--- src/rtl/aukv_pkg.sv ---
// Shared AUK-V memory-stage definitions: load/store type encodings, access
// sizing helpers and the memory-stage FSM states.
package aukv_pkg;

  localparam int XLEN = 32;

  localparam logic [2:0] LD_LB  = 3'd0;
  localparam logic [2:0] LD_LH  = 3'd1;
  localparam logic [2:0] LD_LW  = 3'd2;
  localparam logic [2:0] LD_LBU = 3'd4;
  localparam logic [2:0] LD_LHU = 3'd5;

  localparam logic [1:0] ST_SB = 2'd0;
  localparam logic [1:0] ST_SH = 2'd1;
  localparam logic [1:0] ST_SW = 2'd2;

  typedef enum logic [1:0] {SZ_BYTE, SZ_HALF, SZ_WORD} acc_size_e;
  typedef enum logic [1:0] {IDLE, BUSY, HOLD} mem_state_e;

  // Undefined encodings fall through to word accesses.
  function automatic acc_size_e acc_size(input logic we, input logic [2:0] lt,
                                         input logic [1:0] st);
    acc_size_e sz;
    if (we) begin
      case (st)
        ST_SB:   sz = SZ_BYTE;
        ST_SH:   sz = SZ_HALF;
        default: sz = SZ_WORD;
      endcase
    end else begin
      case (lt)
        LD_LB, LD_LBU: sz = SZ_BYTE;
        LD_LH, LD_LHU: sz = SZ_HALF;
        default:       sz = SZ_WORD;
      endcase
    end
    return sz;
  endfunction

  function automatic logic is_misaligned(input acc_size_e sz, input logic [1:0] off);
    case (sz)
      SZ_HALF: return off[0];
      SZ_WORD: return |off;
      default: return 1'b0;
    endcase
  endfunction

endpackage

--- src/rtl/aukv_lsu_align.sv ---
// Combinational byte-lane alignment: store byte enables / lane replication
// and load byte/halfword extraction with sign or zero extension.
module aukv_lsu_align
  import aukv_pkg::*;
(
  input  logic [1:0]      i_store_type,
  input  logic [1:0]      i_st_off,
  input  logic [XLEN-1:0] i_wr_data,
  input  logic [2:0]      i_load_type,
  input  logic [1:0]      i_ld_off,
  input  logic [XLEN-1:0] i_rdata,
  output logic [3:0]      o_be,
  output logic [XLEN-1:0] o_wdata,
  output logic [XLEN-1:0] o_ld_data
);

  logic signed [7:0]  byte_s;
  logic signed [15:0] half_s;

  always_comb begin
    case (i_store_type)
      ST_SB: begin
        o_be    = 4'b0001 << i_st_off;
        o_wdata = {4{i_wr_data[7:0]}};
      end
      ST_SH: begin
        o_be    = 4'b0011 << {i_st_off[1], 1'b0};
        o_wdata = {2{i_wr_data[15:0]}};
      end
      default: begin
        o_be    = 4'b1111;
        o_wdata = i_wr_data;
      end
    endcase
  end

  always_comb begin
    byte_s = i_rdata[{i_ld_off, 3'b000} +: 8];
    half_s = i_rdata[{i_ld_off[1], 4'b0000} +: 16];
    case (i_load_type)
      LD_LB:   o_ld_data = {{24{byte_s[7]}}, byte_s};
      LD_LH:   o_ld_data = {{16{half_s[15]}}, half_s};
      LD_LBU:  o_ld_data = {24'd0, byte_s};
      LD_LHU:  o_ld_data = {16'd0, half_s};
      default: o_ld_data = i_rdata;
    endcase
  end

endmodule

--- src/rtl/aukv_memory.sv ---
// AUK-V memory-access stage: one req/ack data-bus transaction per load/store,
// stalls upstream until completion, then registers the writeback value.
module aukv_memory
  import aukv_pkg::*;
(
  input  logic            i_clk,
  input  logic            i_rstn,
  input  logic            i_stall,
  input  logic            i_flush,
  input  logic            i_mem_en,
  input  logic            i_mem_we,
  input  logic [XLEN-1:0] i_mem_addr,
  input  logic [XLEN-1:0] i_mem_wr_data,
  input  logic [2:0]      i_load_type,
  input  logic [1:0]      i_store_type,
  input  logic [XLEN-1:0] i_exe_res,
  input  logic            i_wb_data_sel,
  input  logic [4:0]      i_wb_reg_sel,
  input  logic            i_wb_we,
  input  logic            i_instr_valid,
  input  logic            i_illegal,
  input  logic [XLEN-1:0] i_pc,
  output logic            o_dbus_req,
  output logic            o_dbus_we,
  output logic [XLEN-1:0] o_dbus_addr,
  output logic [3:0]      o_dbus_be,
  output logic [XLEN-1:0] o_dbus_wdata,
  input  logic            i_dbus_ack,
  input  logic [XLEN-1:0] i_dbus_rdata,
  output logic            o_stall_req,
  output logic [XLEN-1:0] o_wb_data,
  output logic [4:0]      o_wb_reg_sel,
  output logic            o_wb_we,
  output logic [XLEN-1:0] o_pc,
  output logic            o_instr_valid,
  output logic            o_illegal,
  output logic            o_misaligned
);

  mem_state_e      state_q, state_d;
  logic            dbus_req_q, dbus_req_d, dbus_we_q, dbus_we_d;
  logic [XLEN-1:0] dbus_addr_q, dbus_addr_d, dbus_wdata_q, dbus_wdata_d;
  logic [3:0]      dbus_be_q, dbus_be_d;
  logic [XLEN-1:0] wb_data_q, wb_data_d, pc_q, pc_d;
  logic [4:0]      wb_reg_sel_q, wb_reg_sel_d;
  logic            wb_we_q, wb_we_d, instr_valid_q, instr_valid_d;
  logic            illegal_q, illegal_d, misaligned_q, misaligned_d;
  logic            kill_q, kill_d, acc_we_q, acc_we_d, acc_valid_q, acc_valid_d;
  // Per-access payload; no reset needed, only read after being latched.
  logic [2:0]      ld_type_q, ld_type_d;
  logic [1:0]      ld_off_q, ld_off_d;
  logic            wb_sel_q, wb_sel_d, acc_illegal_q, acc_illegal_d;
  logic [XLEN-1:0] exe_res_q, exe_res_d, acc_pc_q, acc_pc_d, hold_data_q, hold_data_d;
  logic [4:0]      acc_reg_sel_q, acc_reg_sel_d;

  logic [3:0]      st_be;
  logic [XLEN-1:0] st_wdata, ld_data, result;
  logic            mis_acc, valid_acc, kill_now;

  aukv_lsu_align u_align (
    .i_store_type (i_store_type),
    .i_st_off     (i_mem_addr[1:0]),
    .i_wr_data    (i_mem_wr_data),
    .i_load_type  (ld_type_q),
    .i_ld_off     (ld_off_q),
    .i_rdata      (i_dbus_rdata),
    .o_be         (st_be),
    .o_wdata      (st_wdata),
    .o_ld_data    (ld_data)
  );

  assign mis_acc   = i_mem_en & is_misaligned(acc_size(i_mem_we, i_load_type, i_store_type),
                                              i_mem_addr[1:0]);
  assign valid_acc = i_mem_en & ~mis_acc;
  assign kill_now  = kill_q | i_flush;
  assign result    = wb_sel_q ? ld_data : exe_res_q;

  always_comb begin
    o_stall_req = 1'b0;
    case (state_q)
      IDLE:    o_stall_req = valid_acc & ~i_flush;
      BUSY:    o_stall_req = ~i_dbus_ack | i_stall;
      HOLD:    o_stall_req = 1'b1;
      default: o_stall_req = 1'b0;
    endcase
  end

  always_comb begin
    state_d = state_q;
    dbus_req_d = dbus_req_q;     dbus_we_d = dbus_we_q;
    dbus_addr_d = dbus_addr_q;   dbus_be_d = dbus_be_q;     dbus_wdata_d = dbus_wdata_q;
    wb_data_d = wb_data_q;       wb_reg_sel_d = wb_reg_sel_q; wb_we_d = wb_we_q;
    pc_d = pc_q;                 instr_valid_d = instr_valid_q;
    illegal_d = illegal_q;       misaligned_d = misaligned_q;
    kill_d = kill_q;             acc_we_d = acc_we_q;       acc_valid_d = acc_valid_q;
    ld_type_d = ld_type_q;       ld_off_d = ld_off_q;       wb_sel_d = wb_sel_q;
    acc_illegal_d = acc_illegal_q; exe_res_d = exe_res_q;   acc_pc_d = acc_pc_q;
    hold_data_d = hold_data_q;   acc_reg_sel_d = acc_reg_sel_q;
    case (state_q)
      IDLE: if (!i_stall) begin
        if (valid_acc && !i_flush) begin
          dbus_req_d    = 1'b1;
          dbus_we_d     = i_mem_we;
          dbus_addr_d   = {i_mem_addr[XLEN-1:2], 2'b00};
          dbus_be_d     = st_be;
          dbus_wdata_d  = st_wdata;
          ld_type_d     = i_load_type;
          ld_off_d      = i_mem_addr[1:0];
          wb_sel_d      = i_wb_data_sel;
          exe_res_d     = i_exe_res;
          acc_reg_sel_d = i_wb_reg_sel;
          acc_pc_d      = i_pc;
          acc_we_d      = i_wb_we;
          acc_valid_d   = i_instr_valid;
          acc_illegal_d = i_illegal;
          kill_d        = 1'b0;
          wb_we_d       = 1'b0;
          misaligned_d  = 1'b0;
          state_d       = BUSY;
        end else begin
          wb_data_d     = i_exe_res;
          wb_reg_sel_d  = i_wb_reg_sel;
          wb_we_d       = i_wb_we & ~i_flush & ~mis_acc;
          pc_d          = i_pc;
          instr_valid_d = i_instr_valid & ~i_flush;
          illegal_d     = i_illegal;
          misaligned_d  = mis_acc & ~i_flush;
        end
      end
      BUSY: begin
        kill_d = kill_now;
        if (i_dbus_ack) begin
          dbus_req_d = 1'b0;
          if (!i_stall) begin
            wb_data_d = result;
            state_d   = IDLE;
          end else begin
            hold_data_d = result;
            state_d     = HOLD;
          end
        end
      end
      HOLD: begin
        kill_d = kill_now;
        if (!i_stall) begin
          wb_data_d = hold_data_q;
          state_d   = IDLE;
        end
      end
      default: state_d = IDLE;
    endcase
    // Common completion bookkeeping for both BUSY->IDLE and HOLD->IDLE.
    if (state_q != IDLE && state_d == IDLE) begin
      wb_reg_sel_d  = acc_reg_sel_q;
      wb_we_d       = acc_we_q & ~kill_now;
      pc_d          = acc_pc_q;
      instr_valid_d = acc_valid_q & ~kill_now;
      illegal_d     = acc_illegal_q;
      misaligned_d  = 1'b0;
      kill_d        = 1'b0;
    end
  end

  always_ff @(posedge i_clk or negedge i_rstn) begin
    if (!i_rstn) begin
      state_q <= IDLE;
      dbus_req_q <= 1'b0;  dbus_we_q <= 1'b0;  dbus_addr_q <= '0;
      dbus_be_q <= '0;     dbus_wdata_q <= '0;
      wb_data_q <= '0;     wb_reg_sel_q <= '0; wb_we_q <= 1'b0;
      pc_q <= '0;          instr_valid_q <= 1'b0;
      illegal_q <= 1'b0;   misaligned_q <= 1'b0;
      kill_q <= 1'b0;      acc_we_q <= 1'b0;   acc_valid_q <= 1'b0;
    end else begin
      state_q <= state_d;
      dbus_req_q <= dbus_req_d;  dbus_we_q <= dbus_we_d;  dbus_addr_q <= dbus_addr_d;
      dbus_be_q <= dbus_be_d;    dbus_wdata_q <= dbus_wdata_d;
      wb_data_q <= wb_data_d;    wb_reg_sel_q <= wb_reg_sel_d; wb_we_q <= wb_we_d;
      pc_q <= pc_d;              instr_valid_q <= instr_valid_d;
      illegal_q <= illegal_d;    misaligned_q <= misaligned_d;
      kill_q <= kill_d;          acc_we_q <= acc_we_d;     acc_valid_q <= acc_valid_d;
    end
  end

  always_ff @(posedge i_clk) begin
    ld_type_q <= ld_type_d;         ld_off_q <= ld_off_d;     wb_sel_q <= wb_sel_d;
    acc_illegal_q <= acc_illegal_d; exe_res_q <= exe_res_d;   acc_pc_q <= acc_pc_d;
    hold_data_q <= hold_data_d;     acc_reg_sel_q <= acc_reg_sel_d;
  end

  assign o_dbus_req    = dbus_req_q;
  assign o_dbus_we     = dbus_we_q;
  assign o_dbus_addr   = dbus_addr_q;
  assign o_dbus_be     = dbus_be_q;
  assign o_dbus_wdata  = dbus_wdata_q;
  assign o_wb_data     = wb_data_q;
  assign o_wb_reg_sel  = wb_reg_sel_q;
  assign o_wb_we       = wb_we_q;
  assign o_pc          = pc_q;
  assign o_instr_valid = instr_valid_q;
  assign o_illegal     = illegal_q;
  assign o_misaligned  = misaligned_q;

endmodule

--- config.mk ---
export PLATFORM = sky130hd
export DESIGN_NAME = aukv_memory
export DESIGN_NICKNAME = d
export VERILOG_FILES = /design/src/rtl/aukv_pkg.sv /design/src/rtl/aukv_lsu_align.sv /design/src/rtl/aukv_memory.sv
export SDC_FILE = /design/constraint.sdc
export NUM_CORES = 1
export LEC_CHECK = 0
export CAP_MARGIN = 20
export CORE_ASPECT_RATIO = 0.7
export CORE_UTILIZATION = 50
export CTS_BUF_LIST = sky130_fd_sc_hd__clkbuf_4 sky130_fd_sc_hd__clkbuf_8
export CTS_CLUSTER_SIZE = 10
export DETAILED_ROUTE_END_ITERATION = 10
export PLACE_DENSITY = 0.9
export SLEW_MARGIN = 30
export SYNTH_ARGS = -nofsm -noshare
export SYNTH_HDL_FRONTEND = slang
export SYNTH_SLANG_ARGS = --single-unit
--- constraint.sdc ---
create_clock -name i_clk -period 3.7 [get_ports i_clk]
set_input_delay 0.74 -clock i_clk [delete_from_list [all_inputs] [get_ports i_clk]]
set_output_delay 0.74 -clock i_clk [all_outputs]
set_load 0.1 [all_outputs]
# Yosys cells after proc, flatten, opt, wreduce, memory -nomap -nowiden
# Cells that the tools add are included.
# word_totals
register_bits	254
inputBits	181
out_inout_bits	144
elab_cells	142
# op_classes
eq_ne	21
n_shift	4
n_mux	53
bitwise_logic	16
reduce_logical	24
# op_table
operator	count
32-bit two-way mux	10
32-bit case mux with 4 select lines	1
32-bit case mux with 3 select lines	1
32-bit case mux with 2 select lines	1
32-bit by 6-bit indexed part select with 16-bit output	1
32-bit by 6-bit indexed part select with 8-bit output	1
1-bit two-way mux	22
5-bit two-way mux	4
3-bit equality test (second input constant)	4
2-bit two-way mux	6
2-bit inequality test (second input constant)	6
3-bit AND reduction	4
1-bit AND	9
2-bit case mux with 2 select lines	2
4-bit case mux with 2 select lines	1
2-bit OR reduction	4
2-bit by 1-bit equality test with 1-bit output (second input constant)	3
3-bit by 1-bit equality test with 1-bit output (second input constant)	2
2-bit zero test	3
3-bit zero test	2
3-bit inequality test (second input constant)	2
1-bit case mux with 2 select lines	3
2-bit case mux with 3 select lines	1
6-bit AND reduction	1
13 further kinds	24

# Logic depth before layout (Yosys ltp)
# depth
word_depth	17
mapped_depth	14
ltp_nobuf	10

# By module
# From an unflattened synthesis, not the netlist that was laid out.
# hier_totals
cells_unflattened	1068
hier_area_um2	11626.2
# by_module_without_submodules
module	instances	cells_each	area_per_inst_um2	seq_area_each_um2
aukv_memory	1	886	10298.6	6896.6
aukv_lsu_align	1	182	1327.5	0.0

# Least setup slack after synthesis
# OpenSTA, ideal clock, no wires.
# synth_timing
path_type	input to register
from	input port i_store_type[1]
to	register acc_illegal_q (enable)
setup_time_ps	430
arrival_ps	4001
t_required_ps	3270
path_slack_ps	-730
cell_stages	10
path_buffers	3
cell_sequence	buf_1 -> mux2_2 -> inv_1 -> ha_1 -> nor2_1 -> o311a_4 -> nand2b_1 -> buf_2 -> clkbuf_1 -> inv_1
# synth_between
elab_chain_len	10
elab_cells_between_ends	12
cone_classes	eq/ne (3); mux (3); bitwise (3); reduce/logical (3)
# synth_rtl
element	line	source
start: declaration	aukv_memory.sv:15	input logic [1:0] i_store_type,
2-bit by 1-bit equality test with 1-bit output / 2-bit zero test (equally long branches)	aukv_pkg.sv:25	case (st)
2-bit case mux with 2 select lines (*)	aukv_pkg.sv:25	
2-bit two-way mux (*)	aukv_pkg.sv:24	if (we) begin
2-bit equality test / 2-bit by 1-bit equality test with 1-bit output (equally long branches)	aukv_pkg.sv:41	case (sz)
1-bit case mux with 2 select lines (*)	aukv_pkg.sv:41	
1-bit AND (*)	aukv_memory.sv:72	assign mis_acc = i_mem_en & is_misaligned(acc_size(i_mem_we, i_load_type, i_store_type),
1-bit inverter (*)	aukv_memory.sv:74	assign valid_acc = i_mem_en & ~mis_acc;
1-bit AND (*)	aukv_memory.sv:74	
1-bit logical AND (*)	aukv_memory.sv:101	if (valid_acc && !i_flush) begin
3-bit AND reduction (no source line) (*)	n/a	
end signal: assignment	aukv_memory.sv:186	acc_illegal_q <= acc_illegal_d; exe_res_q <= exe_res_d; acc_pc_q <= acc_pc_d;
end: declaration	aukv_memory.sv:52	logic wb_sel_q, wb_sel_d, acc_illegal_q, acc_illegal_d;
# Mark *: on every way between the ends. The rest lies on a longest branch, timed or not.
# A chain may end at the register's enable or synchronous reset.

# Final worst setup path
# layout_timing
from	input port i_mem_we
to	output port o_stall_req
# layout_between
elab_chain_len	8
elab_cells_between_ends	9
cone_classes	eq/ne (2); mux (3); bitwise (4)
# layout_rtl
element	line	source
start: declaration	aukv_memory.sv:11	input logic i_mem_we,
2-bit two-way mux (*)	aukv_pkg.sv:24	
2-bit equality test / 2-bit by 1-bit equality test with 1-bit output (equally long branches)	aukv_pkg.sv:41	
1-bit case mux with 2 select lines (*)	aukv_pkg.sv:41	
1-bit AND (*)	aukv_memory.sv:72	
1-bit inverter (*)	aukv_memory.sv:74	
1-bit AND (*)	aukv_memory.sv:74	
1-bit AND (*)	aukv_memory.sv:81	IDLE: o_stall_req = valid_acc & ~i_flush;
1-bit case mux with 3 select lines (*)	aukv_memory.sv:80	case (state_q)
end: declaration	aukv_memory.sv:30	output logic o_stall_req,
# Marks and branches as above.

==> results.toml <==
[run_status]
status = "completed"

[setup_path]
r2r_setup_slack_ps = 880
r2r_end = "o_wb_data[26]"
start_kind = "primary input"
worst_r2r_path_depth = 7
worstPathCellList = "clkdlybuf4s50_1, mux2_4, inv_1, ha_1, nor2_1, o311a_4, a221oi_2, nor2_2, buf_12"
rr_startpoint = "state_q[0]"
end_kind = "primary output"
worstPathRequired_ps = 2960
setup.worst_path.class = "primary input to primary output"
critPathSlowestCell = "clkdlybuf4s50_1"
cp_max_fo = 4
critPathMaxStageDelay_ps = 560
crit_family = "buffers and inverters"
worstPathArrival_ps = 2860
critPathBufInv = 3

[drt]
dr.pass1.iters = 5
drt_iter0_markers = 722
route.detailed.drc = 0
wl_per_cell_um = 22.3
avgViaCountPerCell = 5.83
vias = 8823
wirelength_mm = 33.8
ant_nets = 0

[floorplanning]
initial_core_util_pct = 51.7
ioPinCount = 325
core_mm2 = 0.0220
die_area_mm2 = 0.0233
die_w_um = 182
die_h_um = 128
rows = 45

[logic_synthesis]
synth_edf_count = 108
synth_warnings = 0
syn_area_per_cell_um2 = 13.1
netlist_instances = 868
ys_types = 57
synth-seq-cells = 254
synthFlopType = "dfrtp_1"
synth_area_mm2 = 0.0113
yosysSeqAreaShare_pct = 60.8
async_reset_ff_share_pct = 57.5

[sta]
maxSlewHeadroom_pct = 29.5
final-hold-violation-count = 0
setup_tns_ps = 0
period_needed_ps = 3600
slew_viol_final = 0
rsz0062_at_grt = "no"
setup_viol = 0
tightestPinTransition_ps = 1050
finalCritPeriodShare_pct = 97.4
clock.fmax_ghz = 0.278
finalClockSkew_ps = 19.2

[place]
gp_congestion = 0.909
place_hpwl_mm = 23.4
portBuffers = 322

[cells_and_area]
layout_common_cells = "clkdlybuf4s50_1 (314), dfrtp_1 (146), mux2_2 (116)"
fillers = 1462
syn2layout_area_growth_pct = 39.3
drive_gt1_share_pct = 20.9
register_area_mm2 = 0.00690
finish.net_count = 1388
multi_input_area_mm2 = 0.00409
diodes = 0
layout_commonest_cell = "clkdlybuf4s50_1"

[clocking]
htreeDepth = 2
path_clk_slew_ps = 60
cts.sinks = 254
cts_tree = "yes"
clk_latency_ps = 540
cts_root_buf = "clkbuf_8"
cts_buffers = 40
clock_path_buffers = 3

[global_route]
antenna_found_initial = 0
grt_pass1_vias = 9223
grt_first_pass_wirelength_mm = 51.7
grt_usage_pct = 29.0
grt-ovfl-total = 0
grt_max_degree = 61

[job]
maxCapViolCount = 0

[worst_hold_path]
min_path_type = "primary input to asynchronous set/reset pin"
## synth_stat cells (2+ instances only)
library cell  instances  share of area (%)
dfrtp_1             146                 32
mux2_2              117                 12
edfxtp_1            108                 29
nand2_1              67                2.2
nor2_1               52                1.7
o21ai_0              47                2.1
a221oi_1             37                2.9
mux2i_1              35                3.1
a21oi_1              31                1.4
inv_1                28               0.93
o22ai_1              24                1.3
buf_2                23                1.0
clkbuf_1             23               0.76
a211oi_1             15               0.99
nor3_1               10               0.44
mux2_4                9                1.2
nand2b_1              8               0.44
nor2b_1               8               0.44
a221oi_2              7               0.93
ha_1                  6               0.66
or3_1                 6               0.33
buf_6                 5               0.50
nand3_1               5               0.22
o21ai_1               5               0.22
buf_1                 4               0.13
a311oi_1              3               0.23
and2_1                3               0.17
buf_4                 3               0.20
a21o_1                2               0.13
a221o_1               2               0.18
o211ai_1              2               0.13
o22a_1                2               0.15
## cell families after synthesis
logic type      count (synthesis)  share of synthesized area (%)
simple gates                  165                           6.45
other cells                     1                         0.0331
flops                         254                           60.8
compound gates                193                           12.4
mux                           162                           16.1
fa+ha+maj                       6                          0.662
buf+inv                        87                           3.56
## state kept, by name, summed over array words and instances (netlist names)
signal	cells
ld_off_q	2
acc_illegal_q	1
o_dbus_addr	30
o_dbus_be	4
acc_we_q	1
o_dbus_req	1
o_dbus_we	1
acc_pc_q	32
o_illegal	1
ld_type_q	3
o_wb_data	32
o_wb_we	1
wb_sel_q	1
o_instr_valid	1
exe_res_q	32
hold_data_q	32
state_q	2
o_misaligned	1
o_wb_reg_sel	5
acc_valid_q	1
o_pc	32
acc_reg_sel_q	5
o_dbus_wdata	32
kill_q	1
## final cells by class
cell class              count  area share, %
inverters                  29          0.713
clock inverters            10          0.507
flip-flops and latches    254           43.7
repair buffers            348           22.2
well taps                 282           2.23
clock buffers              63           4.86
multi-input cells         528           25.9
## layer usage
| layer | global-route usage [%] | vias up | share of wire, % |
|---|---|---|---|
| li1 | - | 3898 | - |
| met1 | 36.7 | 4312 | 39 |
| met2 | 46.6 | 530 | 47 |
| met3 | 10.1 | 83 | 11 |
| met4 | 10.4 | 0 | 2.9 |
| met5 | 0 | - | 0 |
## per-stage QoR
stage	hold slack, ps	instance area (um^2)	setup slack, ps	instances	util, %
2_1_floorplan	444	11400	1.92	869	-
5_1_grt	116	15800	28.6	1514	71.9
3_5_place_dp	462	15000	46.1	1441	68.1
3_3_place_gp	455	15000	70.0	1441	68.2
4_1_cts	103	15800	39.7	1514	72.0
6_report	115	15800	97.9	1514	71.9
## how the worst max path moves through the flow
stage,startpoint,to,slack (ps),cells past startpoint
detailed placement,i_mem_we,o_stall_req,50,7
global route,i_store_type[1],o_stall_req,30,9
CTS,i_mem_we,o_stall_req,40,7
global placement,i_mem_we,o_stall_req,70,7
finish,i_mem_we,o_stall_req,100,9
floorplan,i_store_type[0],acc_illegal_q,2,9
## repair_timing
| item | CTS | global route |
|---|---|---|
| hold endpoints to repair | 0 | 0 |
| hold buffers | 0 | 0 |
| resized for setup | 0 | 1 |
| endpoints found under the setup margin | 0 | 1 |
| setup buffers | 0 | 0 |
Power is not shown: default switching activity piles up to over one toggle a cycle in this logic, so the estimate is an artifact.
